`config.mk`:
```
export PLATFORM = sky130hd
export DESIGN_NAME = tilelink_ul_a_arbiter_flat
export DESIGN_NICKNAME = d
export VERILOG_FILES = /design/src/rtl/tilelink_ul_a_arbiter_if.sv /design/src/rtl/tilelink_ul_a_arbiter.sv /design/src/flat_wrapper.sv
export SDC_FILE = /design/constraint.sdc
export NUM_CORES = 1
export LEC_CHECK = 0
export ABC_AREA = 0
export BUFFER_PORTS_ARGS = -buffer_cell sky130_fd_sc_hd__buf_2
export CORE_AREA = 3 3 247 249
export DETAILED_ROUTE_END_ITERATION = 8
export DIE_AREA = 0 0 250 252
export GPL_TIMING_DRIVEN = 0
export SLEW_MARGIN = 40
export SYNTH_ARGS = -nofsm -noshare
export SYNTH_HDL_FRONTEND = slang
export SYNTH_SLANG_ARGS = --single-unit
```
`constraint.sdc`:
```
create_clock -name clk -period 2 [get_ports clk]
set_input_delay 0.2 -clock clk [delete_from_list [all_inputs] [get_ports clk]]
set_output_delay 0.2 -clock clk [all_outputs]
set_load 0.005 [all_outputs]
```
`src/rtl/tilelink_ul_a_arbiter_if.sv`:
```
// Bundle of every TL-UL signal seen by tilelink_ul_a_arbiter.
//   m_a_* / m_d_* : two upstream masters, lane i at bits [(i+1)*W-1 : i*W]
//                   (m_d_* fields are a single copy broadcast to both lanes)
//   s_a_* / s_d_* : one downstream slave, source widened by one lane bit
// Modports:
//   slave  : the arbiter's view (slave to the masters, drives the downstream)
//   master : the surrounding environment's view (masters plus slave model)
interface tilelink_ul_a_arbiter_if #(
  parameter int unsigned TL_ADDR_WIDTH   = 64,
  parameter int unsigned TL_DATA_WIDTH   = 64,
  parameter int unsigned TL_STRB_WIDTH   = TL_DATA_WIDTH / 8,
  parameter int unsigned TL_SOURCE_WIDTH = 3,
  parameter int unsigned TL_SINK_WIDTH   = 3,
  parameter int unsigned TL_OPCODE_WIDTH = 3,
  parameter int unsigned TL_PARAM_WIDTH  = 3,
  parameter int unsigned TL_SIZE_WIDTH   = 8
);
  // Upstream A
  logic [1:0]                   m_a_valid;
  logic [1:0]                   m_a_ready;
  logic [2*TL_OPCODE_WIDTH-1:0] m_a_opcode;
  logic [2*TL_PARAM_WIDTH-1:0]  m_a_param;
  logic [2*TL_SIZE_WIDTH-1:0]   m_a_size;
  logic [2*TL_SOURCE_WIDTH-1:0] m_a_source;
  logic [2*TL_ADDR_WIDTH-1:0]   m_a_address;
  logic [2*TL_STRB_WIDTH-1:0]   m_a_mask;
  logic [2*TL_DATA_WIDTH-1:0]   m_a_data;
  // Downstream A
  logic                         s_a_valid;
  logic                         s_a_ready;
  logic [TL_OPCODE_WIDTH-1:0]   s_a_opcode;
  logic [TL_PARAM_WIDTH-1:0]    s_a_param;
  logic [TL_SIZE_WIDTH-1:0]     s_a_size;
  logic [TL_SOURCE_WIDTH:0]     s_a_source;
  logic [TL_ADDR_WIDTH-1:0]     s_a_address;
  logic [TL_STRB_WIDTH-1:0]     s_a_mask;
  logic [TL_DATA_WIDTH-1:0]     s_a_data;
  // Downstream D
  logic                         s_d_valid;
  logic                         s_d_ready;
  logic [TL_OPCODE_WIDTH-1:0]   s_d_opcode;
  logic [TL_PARAM_WIDTH-1:0]    s_d_param;
  logic [TL_SIZE_WIDTH-1:0]     s_d_size;
  logic [TL_SINK_WIDTH-1:0]     s_d_sink;
  logic [TL_SOURCE_WIDTH:0]     s_d_source;
  logic [TL_DATA_WIDTH-1:0]     s_d_data;
  logic                         s_d_error;
  // Upstream D
  logic [1:0]                   m_d_valid;
  logic [1:0]                   m_d_ready;
  logic [TL_OPCODE_WIDTH-1:0]   m_d_opcode;
  logic [TL_PARAM_WIDTH-1:0]    m_d_param;
  logic [TL_SIZE_WIDTH-1:0]     m_d_size;
  logic [TL_SINK_WIDTH-1:0]     m_d_sink;
  logic [TL_SOURCE_WIDTH-1:0]   m_d_source;
  logic [TL_DATA_WIDTH-1:0]     m_d_data;
  logic                         m_d_error;

  modport slave (
    input  m_a_valid, m_a_opcode, m_a_param, m_a_size, m_a_source, m_a_address, m_a_mask,
    input  m_a_data,
    output m_a_ready,
    output s_a_valid, s_a_opcode, s_a_param, s_a_size, s_a_source, s_a_address, s_a_mask,
    output s_a_data,
    input  s_a_ready,
    input  s_d_valid, s_d_opcode, s_d_param, s_d_size, s_d_sink, s_d_source, s_d_data,
    input  s_d_error,
    output s_d_ready,
    output m_d_valid, m_d_opcode, m_d_param, m_d_size, m_d_sink, m_d_source, m_d_data,
    output m_d_error,
    input  m_d_ready
  );

  modport master (
    output m_a_valid, m_a_opcode, m_a_param, m_a_size, m_a_source, m_a_address, m_a_mask,
    output m_a_data,
    input  m_a_ready,
    input  s_a_valid, s_a_opcode, s_a_param, s_a_size, s_a_source, s_a_address, s_a_mask,
    input  s_a_data,
    output s_a_ready,
    output s_d_valid, s_d_opcode, s_d_param, s_d_size, s_d_sink, s_d_source, s_d_data,
    output s_d_error,
    input  s_d_ready,
    input  m_d_valid, m_d_opcode, m_d_param, m_d_size, m_d_sink, m_d_source, m_d_data,
    input  m_d_error,
    output m_d_ready
  );
endinterface

```
`src/rtl/tilelink_ul_a_arbiter.sv`:
```
// Two-master TL-UL arbiter in front of a single slow TL-UL slave.
// A channel: one beat granted per IDLE->HOLD pass; the winning lane is tagged in the
// MSB of s_a_source. D channel: routed back combinationally by that MSB.
// An outstanding counter blocks new grants once MAX_OUTSTANDING beats are in flight.
// Ports:
//   clk   : clock, all state on rising edge
//   reset : asynchronous active-low reset
//   bus   : tilelink_ul_a_arbiter_if.slave (all m_* and s_* channels)
// Build option: define TL_UL_ARB_RR_EN for round-robin tie-breaking; otherwise lane 0
// always wins ties (fixed priority).
module tilelink_ul_a_arbiter #(
  parameter int unsigned TL_ADDR_WIDTH   = 64,
  parameter int unsigned TL_DATA_WIDTH   = 64,
  parameter int unsigned TL_STRB_WIDTH   = TL_DATA_WIDTH / 8,
  parameter int unsigned TL_SOURCE_WIDTH = 3,
  parameter int unsigned TL_SINK_WIDTH   = 3,
  parameter int unsigned TL_OPCODE_WIDTH = 3,
  parameter int unsigned TL_PARAM_WIDTH  = 3,
  parameter int unsigned TL_SIZE_WIDTH   = 8,
  parameter int unsigned MAX_OUTSTANDING = 4
) (
  input logic                     clk,
  input logic                     reset,
  tilelink_ul_a_arbiter_if.slave  bus
);

  localparam int unsigned CntW = $clog2(MAX_OUTSTANDING + 1);

  typedef enum logic [0:0] {StIdle, StHold} state_e;

  state_e          state_q, state_d;
  logic            grant_q, grant_d;
  logic            prio_q, prio_d;
  logic [CntW-1:0] count_q, count_d;

  logic       a_fire;
  logic       d_fire;
  logic       d_lane;
  logic       can_issue;
  logic [1:0] a_ready;

  assign d_lane    = bus.s_d_source[TL_SOURCE_WIDTH];
  assign d_fire    = bus.s_d_valid & bus.m_d_ready[d_lane];
  assign a_fire    = (state_q == StHold) & bus.s_a_ready;
  // Uses the registered count, so a D fire this cycle only unblocks next cycle.
  assign can_issue = (count_q < CntW'(MAX_OUTSTANDING));

  always_comb begin
    state_d = state_q;
    grant_d = grant_q;
    prio_d  = prio_q;
    unique case (state_q)
      StIdle: begin
        if ((|bus.m_a_valid) && can_issue) begin
          state_d = StHold;
          grant_d = (&bus.m_a_valid) ? prio_q : bus.m_a_valid[1];
        end
      end
      StHold: begin
        if (bus.s_a_ready) begin
          state_d = StIdle;
`ifdef TL_UL_ARB_RR_EN
          prio_d  = ~grant_q;
`endif
        end
      end
      default: state_d = StIdle;
    endcase
  end

  // Saturates at 0 so a stray D response cannot wrap the counter.
  always_comb begin
    count_d = count_q;
    if (a_fire && !d_fire) begin
      count_d = count_q + CntW'(1);
    end else if (!a_fire && d_fire && (count_q != '0)) begin
      count_d = count_q - CntW'(1);
    end
  end

  always_ff @(posedge clk or negedge reset) begin
    if (!reset) begin
      state_q <= StIdle;
      grant_q <= 1'b0;
      prio_q  <= 1'b0;
      count_q <= '0;
    end else begin
      state_q <= state_d;
      grant_q <= grant_d;
      prio_q  <= prio_d;
      count_q <= count_d;
    end
  end

  // A channel: valid straight from the state register, fields muxed by the frozen grant.
  always_comb begin
    a_ready = 2'b00;
    if (state_q == StHold) begin
      a_ready[grant_q] = bus.s_a_ready;
    end
  end

  assign bus.m_a_ready   = a_ready;
  assign bus.s_a_valid   = (state_q == StHold);
  assign bus.s_a_opcode  = bus.m_a_opcode[grant_q * TL_OPCODE_WIDTH +: TL_OPCODE_WIDTH];
  assign bus.s_a_param   = bus.m_a_param[grant_q * TL_PARAM_WIDTH +: TL_PARAM_WIDTH];
  assign bus.s_a_size    = bus.m_a_size[grant_q * TL_SIZE_WIDTH +: TL_SIZE_WIDTH];
  assign bus.s_a_source  = {grant_q,
                            bus.m_a_source[grant_q * TL_SOURCE_WIDTH +: TL_SOURCE_WIDTH]};
  assign bus.s_a_address = bus.m_a_address[grant_q * TL_ADDR_WIDTH +: TL_ADDR_WIDTH];
  assign bus.s_a_mask    = bus.m_a_mask[grant_q * TL_STRB_WIDTH +: TL_STRB_WIDTH];
  assign bus.s_a_data    = bus.m_a_data[grant_q * TL_DATA_WIDTH +: TL_DATA_WIDTH];

  // D channel: purely combinational steering by the lane tag.
  assign bus.m_d_valid  = d_lane ? {bus.s_d_valid, 1'b0} : {1'b0, bus.s_d_valid};
  assign bus.s_d_ready  = bus.m_d_ready[d_lane];
  assign bus.m_d_opcode = bus.s_d_opcode[TL_OPCODE_WIDTH-1:0];
  assign bus.m_d_param  = bus.s_d_param[TL_PARAM_WIDTH-1:0];
  assign bus.m_d_size   = bus.s_d_size[TL_SIZE_WIDTH-1:0];
  assign bus.m_d_sink   = bus.s_d_sink[TL_SINK_WIDTH-1:0];
  assign bus.m_d_source = bus.s_d_source[TL_SOURCE_WIDTH-1:0];
  assign bus.m_d_data   = bus.s_d_data[TL_DATA_WIDTH-1:0];
  assign bus.m_d_error  = bus.s_d_error;

endmodule

```
`src/flat_wrapper.sv`:
```
// flat-port wrapper written by rule: the top's interface ports become plain ports
module tilelink_ul_a_arbiter_flat 
#(
  parameter int unsigned TL_ADDR_WIDTH   = 64,
  parameter int unsigned TL_DATA_WIDTH   = 64,
  parameter int unsigned TL_STRB_WIDTH   = TL_DATA_WIDTH / 8,
  parameter int unsigned TL_SOURCE_WIDTH = 3,
  parameter int unsigned TL_SINK_WIDTH   = 3,
  parameter int unsigned TL_OPCODE_WIDTH = 3,
  parameter int unsigned TL_PARAM_WIDTH  = 3,
  parameter int unsigned TL_SIZE_WIDTH   = 8,
  parameter int unsigned MAX_OUTSTANDING = 4
)
  (clk, reset, bus_m_a_valid, bus_m_a_opcode, bus_m_a_param, bus_m_a_size, bus_m_a_source, bus_m_a_address, bus_m_a_mask, bus_m_a_data, bus_m_a_ready, bus_s_a_valid, bus_s_a_opcode, bus_s_a_param, bus_s_a_size, bus_s_a_source, bus_s_a_address, bus_s_a_mask, bus_s_a_data, bus_s_a_ready, bus_s_d_valid, bus_s_d_opcode, bus_s_d_param, bus_s_d_size, bus_s_d_sink, bus_s_d_source, bus_s_d_data, bus_s_d_error, bus_s_d_ready, bus_m_d_valid, bus_m_d_opcode, bus_m_d_param, bus_m_d_size, bus_m_d_sink, bus_m_d_source, bus_m_d_data, bus_m_d_error, bus_m_d_ready);
  tilelink_ul_a_arbiter_if #(.TL_ADDR_WIDTH(TL_ADDR_WIDTH), .TL_DATA_WIDTH(TL_DATA_WIDTH), .TL_STRB_WIDTH(TL_STRB_WIDTH), .TL_SOURCE_WIDTH(TL_SOURCE_WIDTH), .TL_SINK_WIDTH(TL_SINK_WIDTH), .TL_OPCODE_WIDTH(TL_OPCODE_WIDTH), .TL_PARAM_WIDTH(TL_PARAM_WIDTH), .TL_SIZE_WIDTH(TL_SIZE_WIDTH)) bus_i ();
  input logic clk;
  input logic reset;
  input wire logic [$bits(bus_i.m_a_valid)-1:0] bus_m_a_valid;
  input wire logic [$bits(bus_i.m_a_opcode)-1:0] bus_m_a_opcode;
  input wire logic [$bits(bus_i.m_a_param)-1:0] bus_m_a_param;
  input wire logic [$bits(bus_i.m_a_size)-1:0] bus_m_a_size;
  input wire logic [$bits(bus_i.m_a_source)-1:0] bus_m_a_source;
  input wire logic [$bits(bus_i.m_a_address)-1:0] bus_m_a_address;
  input wire logic [$bits(bus_i.m_a_mask)-1:0] bus_m_a_mask;
  input wire logic [$bits(bus_i.m_a_data)-1:0] bus_m_a_data;
  output wire logic [$bits(bus_i.m_a_ready)-1:0] bus_m_a_ready;
  output wire logic [$bits(bus_i.s_a_valid)-1:0] bus_s_a_valid;
  output wire logic [$bits(bus_i.s_a_opcode)-1:0] bus_s_a_opcode;
  output wire logic [$bits(bus_i.s_a_param)-1:0] bus_s_a_param;
  output wire logic [$bits(bus_i.s_a_size)-1:0] bus_s_a_size;
  output wire logic [$bits(bus_i.s_a_source)-1:0] bus_s_a_source;
  output wire logic [$bits(bus_i.s_a_address)-1:0] bus_s_a_address;
  output wire logic [$bits(bus_i.s_a_mask)-1:0] bus_s_a_mask;
  output wire logic [$bits(bus_i.s_a_data)-1:0] bus_s_a_data;
  input wire logic [$bits(bus_i.s_a_ready)-1:0] bus_s_a_ready;
  input wire logic [$bits(bus_i.s_d_valid)-1:0] bus_s_d_valid;
  input wire logic [$bits(bus_i.s_d_opcode)-1:0] bus_s_d_opcode;
  input wire logic [$bits(bus_i.s_d_param)-1:0] bus_s_d_param;
  input wire logic [$bits(bus_i.s_d_size)-1:0] bus_s_d_size;
  input wire logic [$bits(bus_i.s_d_sink)-1:0] bus_s_d_sink;
  input wire logic [$bits(bus_i.s_d_source)-1:0] bus_s_d_source;
  input wire logic [$bits(bus_i.s_d_data)-1:0] bus_s_d_data;
  input wire logic [$bits(bus_i.s_d_error)-1:0] bus_s_d_error;
  output wire logic [$bits(bus_i.s_d_ready)-1:0] bus_s_d_ready;
  output wire logic [$bits(bus_i.m_d_valid)-1:0] bus_m_d_valid;
  output wire logic [$bits(bus_i.m_d_opcode)-1:0] bus_m_d_opcode;
  output wire logic [$bits(bus_i.m_d_param)-1:0] bus_m_d_param;
  output wire logic [$bits(bus_i.m_d_size)-1:0] bus_m_d_size;
  output wire logic [$bits(bus_i.m_d_sink)-1:0] bus_m_d_sink;
  output wire logic [$bits(bus_i.m_d_source)-1:0] bus_m_d_source;
  output wire logic [$bits(bus_i.m_d_data)-1:0] bus_m_d_data;
  output wire logic [$bits(bus_i.m_d_error)-1:0] bus_m_d_error;
  input wire logic [$bits(bus_i.m_d_ready)-1:0] bus_m_d_ready;
  assign bus_i.m_a_valid = bus_m_a_valid;
  assign bus_i.m_a_opcode = bus_m_a_opcode;
  assign bus_i.m_a_param = bus_m_a_param;
  assign bus_i.m_a_size = bus_m_a_size;
  assign bus_i.m_a_source = bus_m_a_source;
  assign bus_i.m_a_address = bus_m_a_address;
  assign bus_i.m_a_mask = bus_m_a_mask;
  assign bus_i.m_a_data = bus_m_a_data;
  assign bus_m_a_ready = bus_i.m_a_ready;
  assign bus_s_a_valid = bus_i.s_a_valid;
  assign bus_s_a_opcode = bus_i.s_a_opcode;
  assign bus_s_a_param = bus_i.s_a_param;
  assign bus_s_a_size = bus_i.s_a_size;
  assign bus_s_a_source = bus_i.s_a_source;
  assign bus_s_a_address = bus_i.s_a_address;
  assign bus_s_a_mask = bus_i.s_a_mask;
  assign bus_s_a_data = bus_i.s_a_data;
  assign bus_i.s_a_ready = bus_s_a_ready;
  assign bus_i.s_d_valid = bus_s_d_valid;
  assign bus_i.s_d_opcode = bus_s_d_opcode;
  assign bus_i.s_d_param = bus_s_d_param;
  assign bus_i.s_d_size = bus_s_d_size;
  assign bus_i.s_d_sink = bus_s_d_sink;
  assign bus_i.s_d_source = bus_s_d_source;
  assign bus_i.s_d_data = bus_s_d_data;
  assign bus_i.s_d_error = bus_s_d_error;
  assign bus_s_d_ready = bus_i.s_d_ready;
  assign bus_m_d_valid = bus_i.m_d_valid;
  assign bus_m_d_opcode = bus_i.m_d_opcode;
  assign bus_m_d_param = bus_i.m_d_param;
  assign bus_m_d_size = bus_i.m_d_size;
  assign bus_m_d_sink = bus_i.m_d_sink;
  assign bus_m_d_source = bus_i.m_d_source;
  assign bus_m_d_data = bus_i.m_d_data;
  assign bus_m_d_error = bus_i.m_d_error;
  assign bus_i.m_d_ready = bus_m_d_ready;
  tilelink_ul_a_arbiter #(.TL_ADDR_WIDTH(TL_ADDR_WIDTH), .TL_DATA_WIDTH(TL_DATA_WIDTH), .TL_STRB_WIDTH(TL_STRB_WIDTH), .TL_SOURCE_WIDTH(TL_SOURCE_WIDTH), .TL_SINK_WIDTH(TL_SINK_WIDTH), .TL_OPCODE_WIDTH(TL_OPCODE_WIDTH), .TL_PARAM_WIDTH(TL_PARAM_WIDTH), .TL_SIZE_WIDTH(TL_SIZE_WIDTH), .MAX_OUTSTANDING(MAX_OUTSTANDING)) u_core (.clk(clk), .reset(reset), .bus(bus_i));
endmodule
```
# Word-level counts from Yosys, hierarchy flattened
# Index checks and enable logic that the tools add are counted.
op_classes:
  n_mux: 12
  shifts: 7
  n_lt_le_gt_ge: 4
  bitwise_logic: 4
  reduce_logical: 12
  n_addsub: 2
  n_mul: 1
op_table:
  columns: ["cell", "count"]
  rows:
  - ["$shiftx 128x8->64", 2]
  - ["$shiftx 16x5->8", 2]
  - ["$shiftx 6x4->3", 3]
  - ["$mux 1", 6]
  - ["$mux 3", 2]
  - ["$logic_and 1x1->1", 5]
  - ["$lt 1x2->1 const B", 2]
  - ["$mux 2", 2]
  - ["$reduce_and 2->1", 2]
  - ["$add 3x1->3 const B", 1]
  - ["$lt 3x3->1 const B", 1]
  - ["$mul 1x2->3 const B", 1]
  - ["$reduce_bool 3->1", 1]
  - ["$sub 3x1->3 const B", 1]
  - ["$and 1x1->1", 2]
  - ["$and 2x2->2", 1]
  - ["$logic_not 1->1", 2]
  - ["$pmux 1 s2", 1]
  - ["$reduce_bool 2->1", 1]
  - ["$reduce_or 2->1", 1]
  - ["$demux 1 s1", 1]
  - ["$ge 1x1->1 const B", 1]
  - ["$not 1->1", 1]
word_totals:
  ff_bits: 5
  out_inout_bits: 245
  in_bits: 400
  wordCells: 45

# Depth between registers and ports, before layout
# Gate-level depths: netlist (run 1).
depth:
  ltp_word: 7
  depth_mapped: 9

# Least setup slack after synthesis (run 1)
# OpenSTA, ideal clock, no wires.
synth_timing:
  kind: "input to register"
  startpoint: "in bus_s_d_source[3]"
  endpoint: "reg u_core.count_q[2]"
  n_path_buf: 0
  t_arrival_ps: 1922
  cell_stages: 8
  setup_slack_ps: 13
  setup_ps: 64
  path_cell_list: "mux2i_1 inv_2 nand2_4 nand2_1 fa_1 or4_1 o22ai_1 a31o_2"
synth_between:
  elab_chain_cells: 6
synth_rtl:
  columns: ["item", "line_no", "text"]
  rows:
  - ["start, declared", "flat_wrapper.sv:41", "input wire logic [$bits(bus_i.s_d_source)-1:0] bus_s_d_source;"]
  - ["$mux 1 (*) (2 in series)", null, null]
  - ["net bus_s_d_ready", "flat_wrapper.sv:44", "output wire logic [$bits(bus_i.s_d_ready)-1:0] bus_s_d_ready;"]
  - ["$and 1x1->1 (*)", "tilelink_ul_a_arbiter.sv:43", "assign d_fire = bus.s_d_valid & bus.m_d_ready[d_lane];"]
  - ["$logic_not 1->1 / $logic_and 1x1->1 (equally long branches)", "tilelink_ul_a_arbiter.sv:74, tilelink_ul_a_arbiter.sv:76", null]
  - ["$logic_and 1x1->1, on equally long branches", "tilelink_ul_a_arbiter.sv:74, tilelink_ul_a_arbiter.sv:76", null]
  - ["$mux 3 / $reduce_bool 2->1 (equally long branches)", null, null]
  - ["end signal, assigned", "tilelink_ul_a_arbiter.sv:91", "count_q <= count_d;"]
  - ["end, declared", "tilelink_ul_a_arbiter.sv:34", "logic [CntW-1:0] count_q, count_d;"]
# The timed path passes the listed nets; every way through them passes the cells marked *. The select of a mux whose other input is x is not followed.
# A chain may end at the register's enable or synchronous reset.

# Worst setup path after layout (run 1)
layout_timing:
  startpoint: "reg u_core.grant_q"
  endpoint: "out bus_s_a_param[2]"
layout_between:
  elab_chain_cells: 2
layout_rtl:
  columns: ["item", "line_no", "text"]
  rows:
  - ["start, declared", "tilelink_ul_a_arbiter.sv:32", "logic grant_q, grant_d;"]
  - ["start signal, assigned", "tilelink_ul_a_arbiter.sv:89", "grant_q <= grant_d;"]
  - ["$mul 1x2->3", "tilelink_ul_a_arbiter.sv:106", "assign bus.s_a_param = bus.m_a_param[grant_q * TL_PARAM_WIDTH +: TL_PARAM_WIDTH];"]
  - ["$shiftx 6x4->3", "tilelink_ul_a_arbiter.sv:106", null]
  - ["end, declared", "flat_wrapper.sv:29", "output wire logic [$bits(bus_i.s_a_param)-1:0] bus_s_a_param;"]
# No other way between the ends.

==> reports/metrics.csv, run 1 <==
metric,value,unit
main area contributors after synthesis,"mux2_2 61%, buf_4 23%, dfrtp_1 4.4%",
final worst-path cycle share,95.3,%
final hold vios,0,
# setup viols final,0,
WL final,26200,microns
per-cell routed wire length,15.9,microns
Comb pwr share,89.2,%
vias in the first global route,4587,
flop2flop setup slack,0.13,ns
Die ar.,63000,sq um
critical path data arrival time,1.71,ns
all-layer global routing usage,7.27,%
PortBufs,559,
CTS tree,built,
largest net degree at the start of global routing,11,
max incr delay on CP,0.42,ns
Skew-Pair Late Insertion Delay,0.23,ns
Sw Share,44.5,%
Die Ht,252,microns
H-tree depth,1,
Flop pwr share,4.5,%
Worst Setup SP,u_core.grant_q,
Synth-to-Final Area Change,140,%
CP Max Fanout,10,
first-pass GRT wire length,32200,microns
Slew headroom,63.3,%
Post-synth EDFFs,0,
Top Ports,645,
total grt overflow,0,
via count,4510,
post-route minimum period,1.91,ns
RSZ-0062 raised after global routing,false,
Rows,89,
post-synthesis async set-or-reset flop share,100,%
Clock Tree Root,clkbuf_16,
Clk pwr share,6.2,%
Final HPWL DP,24400,microns
Crit. End Element,output port,
VDD IR max,0.497,mV
initial antenna violation count,14,
final setup TNS,0,ns
"Distinct cells, synth",30,
R2R cell count,7,
"Slowest-stage cell, CP",dfrtp_2,
status,"finished, final reports clean",
Final Skew,0.00144,ns
largest area contributor in the netlist,mux2_2,
hold crit path type,in -> reg,
Max-Cap Viols,0,
cell mode on critical path,buf_2,
fin util,11.5,%
Final GP Congestion,0.869,
syn nets,699,
total CTS buffers,3,
dpl cell area,6590,sq um
P_int,0.00290,W
Core ar.,58900,sq um
Synth Warn #,0,
P_sw,0.00233,W
Longest Clk Path Bufs,2,
CP Cell Sequence,clkbuf_16 > buf_2 > mux2_2 > buf_2,
sequential-to-total area share from yosys stat,4.44,%
Cells after Synth,298,
worst slack at placement,-0.292,ns
post-route ant nets,0,
"Req. time, crit path",1.80,ns
Worst-Margin Slew,0.550,ns
"Avg Cell Area, Syn",9.46,sq um
top_reg_cell synth,dfrtp_1,
leak pwr,3.49,nW
TritonRoute pass-1 iters,4,
top cell type's share of synthesized area,61.1,%
crit path kind,reg -> out,
Initial Util,4.79,%
Fin Hold WS,0.164,ns
Final Max Slew Viols,0,
final instance area,6770,sq um
Max Fclk,525,MHz
Power Density,772,nW/um^2
vias per cell,2.73,
final worst slack,0.0942,ns
DRT iter0 DRCs,146,
"flops & latches, synth",5,
crit path capture,bus_s_a_param[2],
Filler cells,6816,
CTS Sinks,5,
fraction of layout cells with a size suffix above 1,95.8,%
Die X,250,microns
nets@finish,1266,
Syn Std Cell Area,2820,sq um
Worst Setup Start Kind,flop,
clock slew seen by the registers of the worst setup and hold paths,0.03,ns
worst r2r src,u_core.bus.s_a_valid,
# DRC,0,
Reg-to-Reg End,u_core.count_q[2],
layer usage:
layer | wire length (microns) | global-route usage [%] | up-vias
met5 | 0 | 0 | -
met4 | 759 | 2.08 | 0
met3 | 4290 | 4.30 | 24
met2 | 12000 | 12.2 | 383
met1 | 9100 | 7.69 | 1983
li1 | - | - | 2120
Yosys cell counts (2+ instances only):
| library cell | count |
|---|---|
| mux2_2 | 153 |
| buf_4 | 86 |
| buf_2 | 14 |
| dfrtp_1 | 5 |
| nor2_1 | 5 |
| a21oi_1 | 4 |
| clkbuf_1 | 3 |
| nand2_1 | 3 |
| mux2i_1 | 2 |
| o211ai_1 | 2 |
| o21ai_0 | 2 |
state kept, by name (all words and copies together), names as in the netlist:
| register | cells |
|---|---|
| u_core.grant_q | 1 |
| u_core.bus.s_a_valid | 1 |
| u_core.count_q | 3 |
worst min-delay path by stage:
stage	start	to	slack, ns	cells past startpoint
after floorplan	reset	u_core.bus.s_a_valid	-0.1	0
after global placement	reset	u_core.count_q[1]	0.02	1
after detailed placement	reset	u_core.count_q[1]	0.02	1
after CTS	bus_m_a_valid[0]	u_core.grant_q	0.16	2
after global routing	bus_m_a_valid[0]	u_core.grant_q	0.19	2
final	bus_m_a_valid[0]	u_core.grant_q	0.16	2
through the flow:
stage               total power (W)  cells
detailed placement          0.00491   1630
CTS                         0.00535   1636
global placement            0.00488   1630
finish                      0.00523   1650
floorplan                   0.00265    298
global route                0.00567   1643
critical path: cells and delay by family, from the launching register on:
kind,cells,cell delay (ns)
DFF,1,0.42
muxes,1,0.37
buffers and inverters,3,0.66
power by group through the flow:
stage | clock network, W | registers (W) | logic (W)
after CTS | 0.000331 | 0.000238 | 0.00478
final | 0.000326 | 0.000236 | 0.00467
after detailed placement | 0 | 0.000242 | 0.00467
after global placement | 0 | 0.000240 | 0.00464
after global routing | 0.000339 | 0.000252 | 0.00508
after floorplan | 0 | 0.000214 | 0.00243
layout by cell type, fill, tap and decap left out, drive strengths merged, types with 2 or more instances in the layout:
cell type / n
mux2i: 2
clkbuf: 8
o21ai: 2
nand2: 4
and2: 2
inv: 2
o211ai: 2
dfrtp: 5
diode: 13
a21oi: 4
mux2: 153
buf: 661
nor2: 5
final cells by class:
cell class | count | area, sq um | area share, %
Multi-Input combinational cell | 187 | 1960 | 29.0
Timing Repair Buffer | 562 | 2820 | 41.7
Clock buffer | 4 | 78.8 | 1.16
Buffer | 104 | 771 | 11.4
Sequential cell | 5 | 126 | 1.87
Inverter | 2 | 7.51 | 0.111
Tap cell | 773 | 967 | 14.3
Antenna cell | 13 | 32.5 | 0.481
timing repair:
action / CTS / global route
hold buffers: 1 / 0
hold endpoints to repair: 5 / 0
resized for setup: 9 / 3
buffers inserted: 1 / 1
endpoints found under the setup margin: 146 / 3
kinds of logic after synthesis:
| kind of cell | share of synthesized area (%) |
|---|---|
| flip-flops | 4.44 |
| multiplexers | 61.8 |
| AND/OR/NAND/NOR | 3.33 |
| XOR/XNOR | 0.311 |
| buffers and inverters | 26.5 |
| AO/OA/AOI/OAI | 2.93 |
| adder cells (fa/ha/maj) | 0.710 |
(Power assumes the default switching activity.)
==> inputs of run 2 (changes only) <==
==> constraint.sdc (replaced) <==
create_clock -name clk -period 2 [get_ports clk]
set_input_delay 0.4 -clock clk [delete_from_list [all_inputs] [get_ports clk]]
set_output_delay 0.4 -clock clk [all_outputs]
set_load 0.005 [all_outputs]
==> run 2 against run 1 <==
  * Final area rose by 13%
  * Count of clock-buffer cells in the layout did not move
  * Critical path depth rose by 1
  * Largest cell class unchanged
  * Sequential power rose by 5%
  * Sequential share of layout area fell by 0.22 points
  * The flow now finishes with violations (negative setup slack)
  * Register-to-register slack barely moved
==> reports/metrics.csv, run 2 (synthesis results as in run 1) <==
metric,value,unit,change
# DRC,0,,unchanged
CP Max Fanout,6,,was 10
fin util,13.0,%,was 11.5%
Longest Clk Path Bufs,2,,unchanged
CTS tree,built,,unchanged
Core ar.,58900,sq um,unchanged
Flop pwr share,3.6,%,was 4.5%
status,"finished, violations left",,"was finished, final reports clean"
P_sw,0.00267,W,was 0.00233 W
Sequential Area,126,sq um,unchanged
Rows,89,,unchanged
first-pass GRT wire length,32500,microns,was 32200 microns
Top reg by flops,u_core.count_q,,unchanged
dpl cell area,6600,sq um,was 6590 sq um
Final GP Congestion,0.905,,was 0.869
Skew-Pair Late Insertion Delay,0.23,ns,about the same
PortBufs,559,,unchanged
Clk pwr share,4.9,%,was 6.2%
# setup viols final,40,,was 0
Die X,250,microns,unchanged
"commonest non-fill, non-tap cell in the layout",buf_2,,unchanged
Largest register FFs,3,,unchanged
Slew headroom,83.1,%,was 63.3%
per-cell routed wire length,16.6,microns,was 15.9 microns
Filler cells,6758,,was 6816
Worst Setup Start Kind,flop,,unchanged
vias per cell,2.78,,was 2.73
final worst-path cycle share,102,%,was 95.3%
clock slew seen by the registers of the worst setup and hold paths,0.03,ns,about the same
Max-Cap Viols,0,,unchanged
Worst-Margin Slew,0.253,ns,was 0.550 ns
"commonest cells after routing, fill and taps aside","505 x buf_2, 102 x mux2_2, 97 x buf_4",,"was 570 x buf_2, 153 x mux2_2, 90 x buf_4"
Synth-to-Final Area Change,172,%,was 140%
all-layer global routing usage,7.35,%,was 7.27%
leak pwr,3.98,nW,was 3.49 nW
hold_sp,bus_m_a_valid[0],,unchanged
final setup TNS,-0.738,ns,was 0 ns
Top Ports,645,,unchanged
DRT iter0 DRCs,226,,was 146
total CTS buffers,3,,unchanged
Power Total,0.00679,W,was 0.00523 W
largest net degree at the start of global routing,11,,unchanged
Crit. End Element,output port,,unchanged
CTS Sinks,5,,unchanged
TritonRoute pass-1 iters,4,,unchanged
Multi-input gate area,2160,sq um,was 1960 sq um
Die Ht,252,microns,unchanged
hold crit path type,in -> reg,,unchanged
"Req. time, crit path",1.60,ns,was 1.80 ns
failing checks,negative setup slack,,
Final HPWL DP,24200,microns,was 24400 microns
final worst slack,-0.0444,ns,was 0.0942 ns
RSZ-0062 raised after global routing,true,,was false
total grt overflow,0,,unchanged
post-route minimum period,2.04,ns,was 1.91 ns
Clock Tree Root,clkbuf_16,,unchanged
worst slack at placement,-0.495,ns,was -0.292 ns
WL final,27500,microns,was 26200 microns
H-tree depth,1,,unchanged
vias in the first global route,4478,,was 4587
final hold vios,0,,unchanged
via count,4625,,was 4510
Comb pwr share,91.5,%,was 89.2%
Power Density,887,nW/um^2,was 772 nW/um^2
initial antenna violation count,15,,was 14
crit path kind,reg -> out,,unchanged
Worst Setup SP,u_core.grant_q,,unchanged
Die ar.,63000,sq um,unchanged
Final Skew,0.00184,ns,was 0.00144 ns
Sw Share,39.3,%,was 44.5%
critical path data arrival time,1.64,ns,was 1.71 ns
Max Fclk,489,MHz,was 525 MHz
fraction of layout cells with a size suffix above 1,96.1,%,was 95.8%
nets@finish,1279,,was 1266
final instance area,7650,sq um,was 6770 sq um
post-route ant nets,0,,unchanged
P_int,0.00412,W,was 0.00290 W
worst r2r src,u_core.bus.s_a_valid,,unchanged
Final Max Slew Viols,0,,unchanged
VDD IR max,0.595,mV,was 0.497 mV
Initial Util,4.79,%,unchanged
==> run 2: layer usage <==
| metal | GRT usage (%) | part of all wire, % | up-vias |
|---|---|---|---|
| met5 | 0 | 0.098 | - |
| met3 | 3.19 | 12 | 40 |
| li1 | - | - | 2149 |
| met2 | 13.2 | 48 | 400 |
| met1 | 7.72 | 35 | 2032 |
| met4 | 2.39 | 4.1 | 4 |
==> run 2: area by class of cell <==
cell class                      instances  area share, %
Timing Repair Buffer                  576           44.4
Multi-Input combinational cell        187           28.2
Tap cell                              773           12.6
Buffer                                103           11.7
Sequential cell                         5           1.65
Clock buffer                            4           1.03
Antenna cell                           12          0.392
Inverter                                2         0.0981
==> run 2: through the flow <==
stage               std cells  hold slack, ns
floorplan                 298           0.104
CTS                      1639           0.355
global placement         1630           0.218
finish                   1662           0.357
global route             1655           0.369
detailed placement       1630           0.219
==> run 2: power groups by stage <==
stage	logic [W]	registers [W]	clock network, W
after floorplan	0.00244	0.000213	0
after global placement	0.00461	0.000245	0
after detailed placement	0.00462	0.000244	0
after CTS	0.00565	0.000246	0.000338
after global routing	0.00663	0.000264	0.000347
final	0.00621	0.000248	0.000332
==> run 2: final timing paths <==
check,endpoint,slack [ns],cells past startpoint
min in group asynchronous,u_core.count_q[1],0.52,2
max in group asynchronous,u_core.grant_q,1.34,2
worst max register to register,u_core.count_q[1],0.14,8
worst max-delay path,bus_s_a_data[36],-0.04,5
worst min-delay path,u_core.grant_q,0.36,2
worst min register to register,u_core.bus.s_a_valid,0.54,1
==> run 2: critical path, stage by stage (launching register included) <==
cell,delay (ns)
dfrtp_2,0.46
buf_8,0.16
clkbuf_16,0.18
clkbuf_16,0.17
mux2_4,0.30
buf_6,0.12
==> run 2: timing repair <==
item                                    CTS  global route
buffers inserted                          3             5
gates cloned                              1             7
hold buffers                              1             0
resized for setup                       117            54
hold endpoints to repair                  5             0
pin swaps                                 0             4
endpoints found under the setup margin  155           142
==> inputs of run 3 (changes only) <==
- SKIP_CTS_REPAIR_TIMING: default -> 1
==> run 3 against run 2 <==
  * The run still ends with negative setup slack left
  * Register-to-register slack hardly changed
  * Worst setup slack improved by 0.0057 ns
  * Sequential share of layout area rose by 0.19 points
  * Maximum frequency is 0.28% higher
  * Combinational power fell by 24%
  * Final cell count is 0.48% lower
  * Worst hold slack is essentially flat
  * Clock power hardly changed
  * Non-clock buffer count down 9
  * Core utilization fell by 1.4 points
  * Largest power group unchanged
  * Highest routed layer unchanged
==> reports/metrics.csv, run 3 (synthesis results as in run 1) <==
metric,value,unit,change
worst r2r src,u_core.bus.s_a_valid,,unchanged
Final Max Slew Viols,0,,unchanged
PortBufs,559,,unchanged
final setup TNS,-0.802,ns,was -0.738 ns
per-cell routed wire length,15.7,microns,was 16.6 microns
Die X,250,microns,unchanged
WL final,26000,microns,was 27500 microns
via count,4552,,was 4625
hold_sp,bus_m_a_valid[0],,unchanged
post-route minimum period,2.04,ns,about the same
final worst-path cycle share,102,%,about the same
Top Ports,645,,unchanged
Skew-Pair Late Insertion Delay,0.23,ns,about the same
CP Max Fanout,10,,was 6
critical path data arrival time,1.64,ns,about the same
clock slew seen by the registers of the worst setup and hold paths,0.03,ns,about the same
Worst Setup Start Kind,flop,,unchanged
total grt overflow,0,,unchanged
"commonest cells after routing, fill and taps aside","560 x buf_2, 153 x mux2_2, 95 x buf_4",,"was 505 x buf_2, 102 x mux2_2, 97 x buf_4"
Largest register FFs,3,,unchanged
Longest Clk Path Bufs,2,,unchanged
Core ar.,58900,sq um,unchanged
VDD IR max,0.485,mV,was 0.595 mV
flop2flop setup slack,0.14,ns,about the same
leak pwr,3.53,nW,was 3.98 nW
CTS Sinks,5,,unchanged
crit path kind,reg -> out,,unchanged
all-layer global routing usage,7.06,%,was 7.35%
Crit. End Element,output port,,unchanged
largest net degree at the start of global routing,11,,unchanged
Clock Tree Root,clkbuf_16,,unchanged
Die ar.,63000,sq um,unchanged
fraction of layout cells with a size suffix above 1,96.1,%,about the same
Max Fclk,490,MHz,was 489 MHz
failing checks,negative setup slack,,unchanged
hold crit path type,in -> reg,,unchanged
vias per cell,2.75,,was 2.78
Initial Util,4.79,%,unchanged
status,"finished, violations left",,unchanged
Final GP Congestion,0.905,,unchanged
# DRC,0,,unchanged
Multi-input gate area,1970,sq um,was 2160 sq um
Power Density,776,nW/um^2,was 887 nW/um^2
initial antenna violation count,14,,was 15
R2R cell count,8,,unchanged
Max-Cap Viols,0,,unchanged
Power Total,0.00532,W,was 0.00679 W
Die Ht,252,microns,unchanged
CP Cell Sequence,buf_12 > clkbuf_4 > mux2_2 > buf_2,,was buf_8 > clkbuf_16 > clkbuf_16 > mux2_4 > buf_6
post-route ant nets,0,,unchanged
vias in the first global route,4347,,was 4478
RSZ-0062 raised after global routing,true,,unchanged
worst slack at placement,-0.495,ns,unchanged
Rows,89,,unchanged
Final HPWL DP,24200,microns,unchanged
Fin Hold WS,0.357,ns,about the same
total CTS buffers,3,,unchanged
"Req. time, crit path",1.60,ns,about the same
# setup viols final,54,,was 40
Reg-to-Reg End,u_core.count_q[1],,unchanged
Hold Path End,u_core.grant_q,,unchanged
final hold vios,0,,unchanged
Final Skew,0.000960,ns,was 0.00184 ns
Top reg by flops,u_core.count_q,,unchanged
hold depth,2,,unchanged
first-pass GRT wire length,31200,microns,was 32500 microns
"commonest non-fill, non-tap cell in the layout",buf_2,,unchanged
Sequential Area,126,sq um,unchanged
TritonRoute pass-1 iters,4,,unchanged
final worst slack,-0.0387,ns,was -0.0444 ns
"Slowest-stage cell, CP",dfrtp_2,,unchanged
H-tree depth,1,,unchanged
dpl cell area,6600,sq um,unchanged
DRT iter0 DRCs,220,,was 226
max incr delay on CP,0.44,ns,was 0.46 ns
final instance area,6850,sq um,was 7650 sq um
nets@finish,1270,,was 1279
CTS tree,built,,unchanged
Synth-to-Final Area Change,143,%,was 172%
Filler cells,6841,,was 6758
Slew headroom,83.1,%,about the same
Worst-Margin Slew,0.254,ns,was 0.253 ns
## run 3: cell count changes in the layout (fill, tap and decap cells not counted), sizes merged
cell	change
clkbuf	-2
diode	+1
buf	-7
## run 3: cell type report
cell class	instances	area share, %
plain buffers	104	11.9
diodes	13	0.475
repair buffers	566	41.7
well taps	773	14.1
flip-flops and latches	5	1.85
multi-input cells	187	28.7
inverters	2	0.110
clock buffers	4	1.15
## run 3: worst max-delay path by stage
stage                                 start  cells past startpoint                  end  slack [ns]
after global placement       u_core.grant_q                      4     bus_s_a_data[22]       -1.08
after CTS                    u_core.grant_q                      4     bus_s_a_data[22]       -0.75
after global routing         u_core.grant_q                      4     bus_s_a_data[22]       -0.13
final                        u_core.grant_q                      4  bus_s_a_address[53]       -0.04
after detailed placement     u_core.grant_q                      4     bus_s_a_data[22]       -0.50
after floorplan           bus_s_d_source[3]                      8    u_core.count_q[2]        0.03
## run 3: worst max-delay path, delay by kind of cell, from the launching register on
kind	cells	cell delay, ns
DFF	1	0.44
muxes	1	0.38
buffers and inverters	3	0.58
## run 3: stage by stage
stage                     util, %  std cells
final                        11.6       1654
after global routing         11.6       1645
after CTS                    11.3       1634
after detailed placement     11.2       1630
after global placement       11.2       1630
after floorplan                 -        298
## run 3: power by group
| group | total (W) | leakage (nW) | internal [W] | switching, W |
|---|---|---|---|---|
| clock | 0.000334 | 0.0382 | 0.000265 | 0.0000692 |
| combinational | 0.00473 | 3.43 | 0.00260 | 0.00214 |
| sequential | 0.000248 | 0.0573 | 0.000155 | 0.0000923 |
| total | 0.00532 | 3.53 | 0.00302 | 0.00230 |
## run 3: layer usage
layer	wire (microns)	global-route usage (%)	part of all wire [%]	vias to the layer above
met2	12400	12.5	48	411
met4	926	2.39	3.6	4
met3	3470	3.03	13	35
li1	-	-	-	2130
met1	9130	7.56	35	1972
met5	27	0	0.10	-
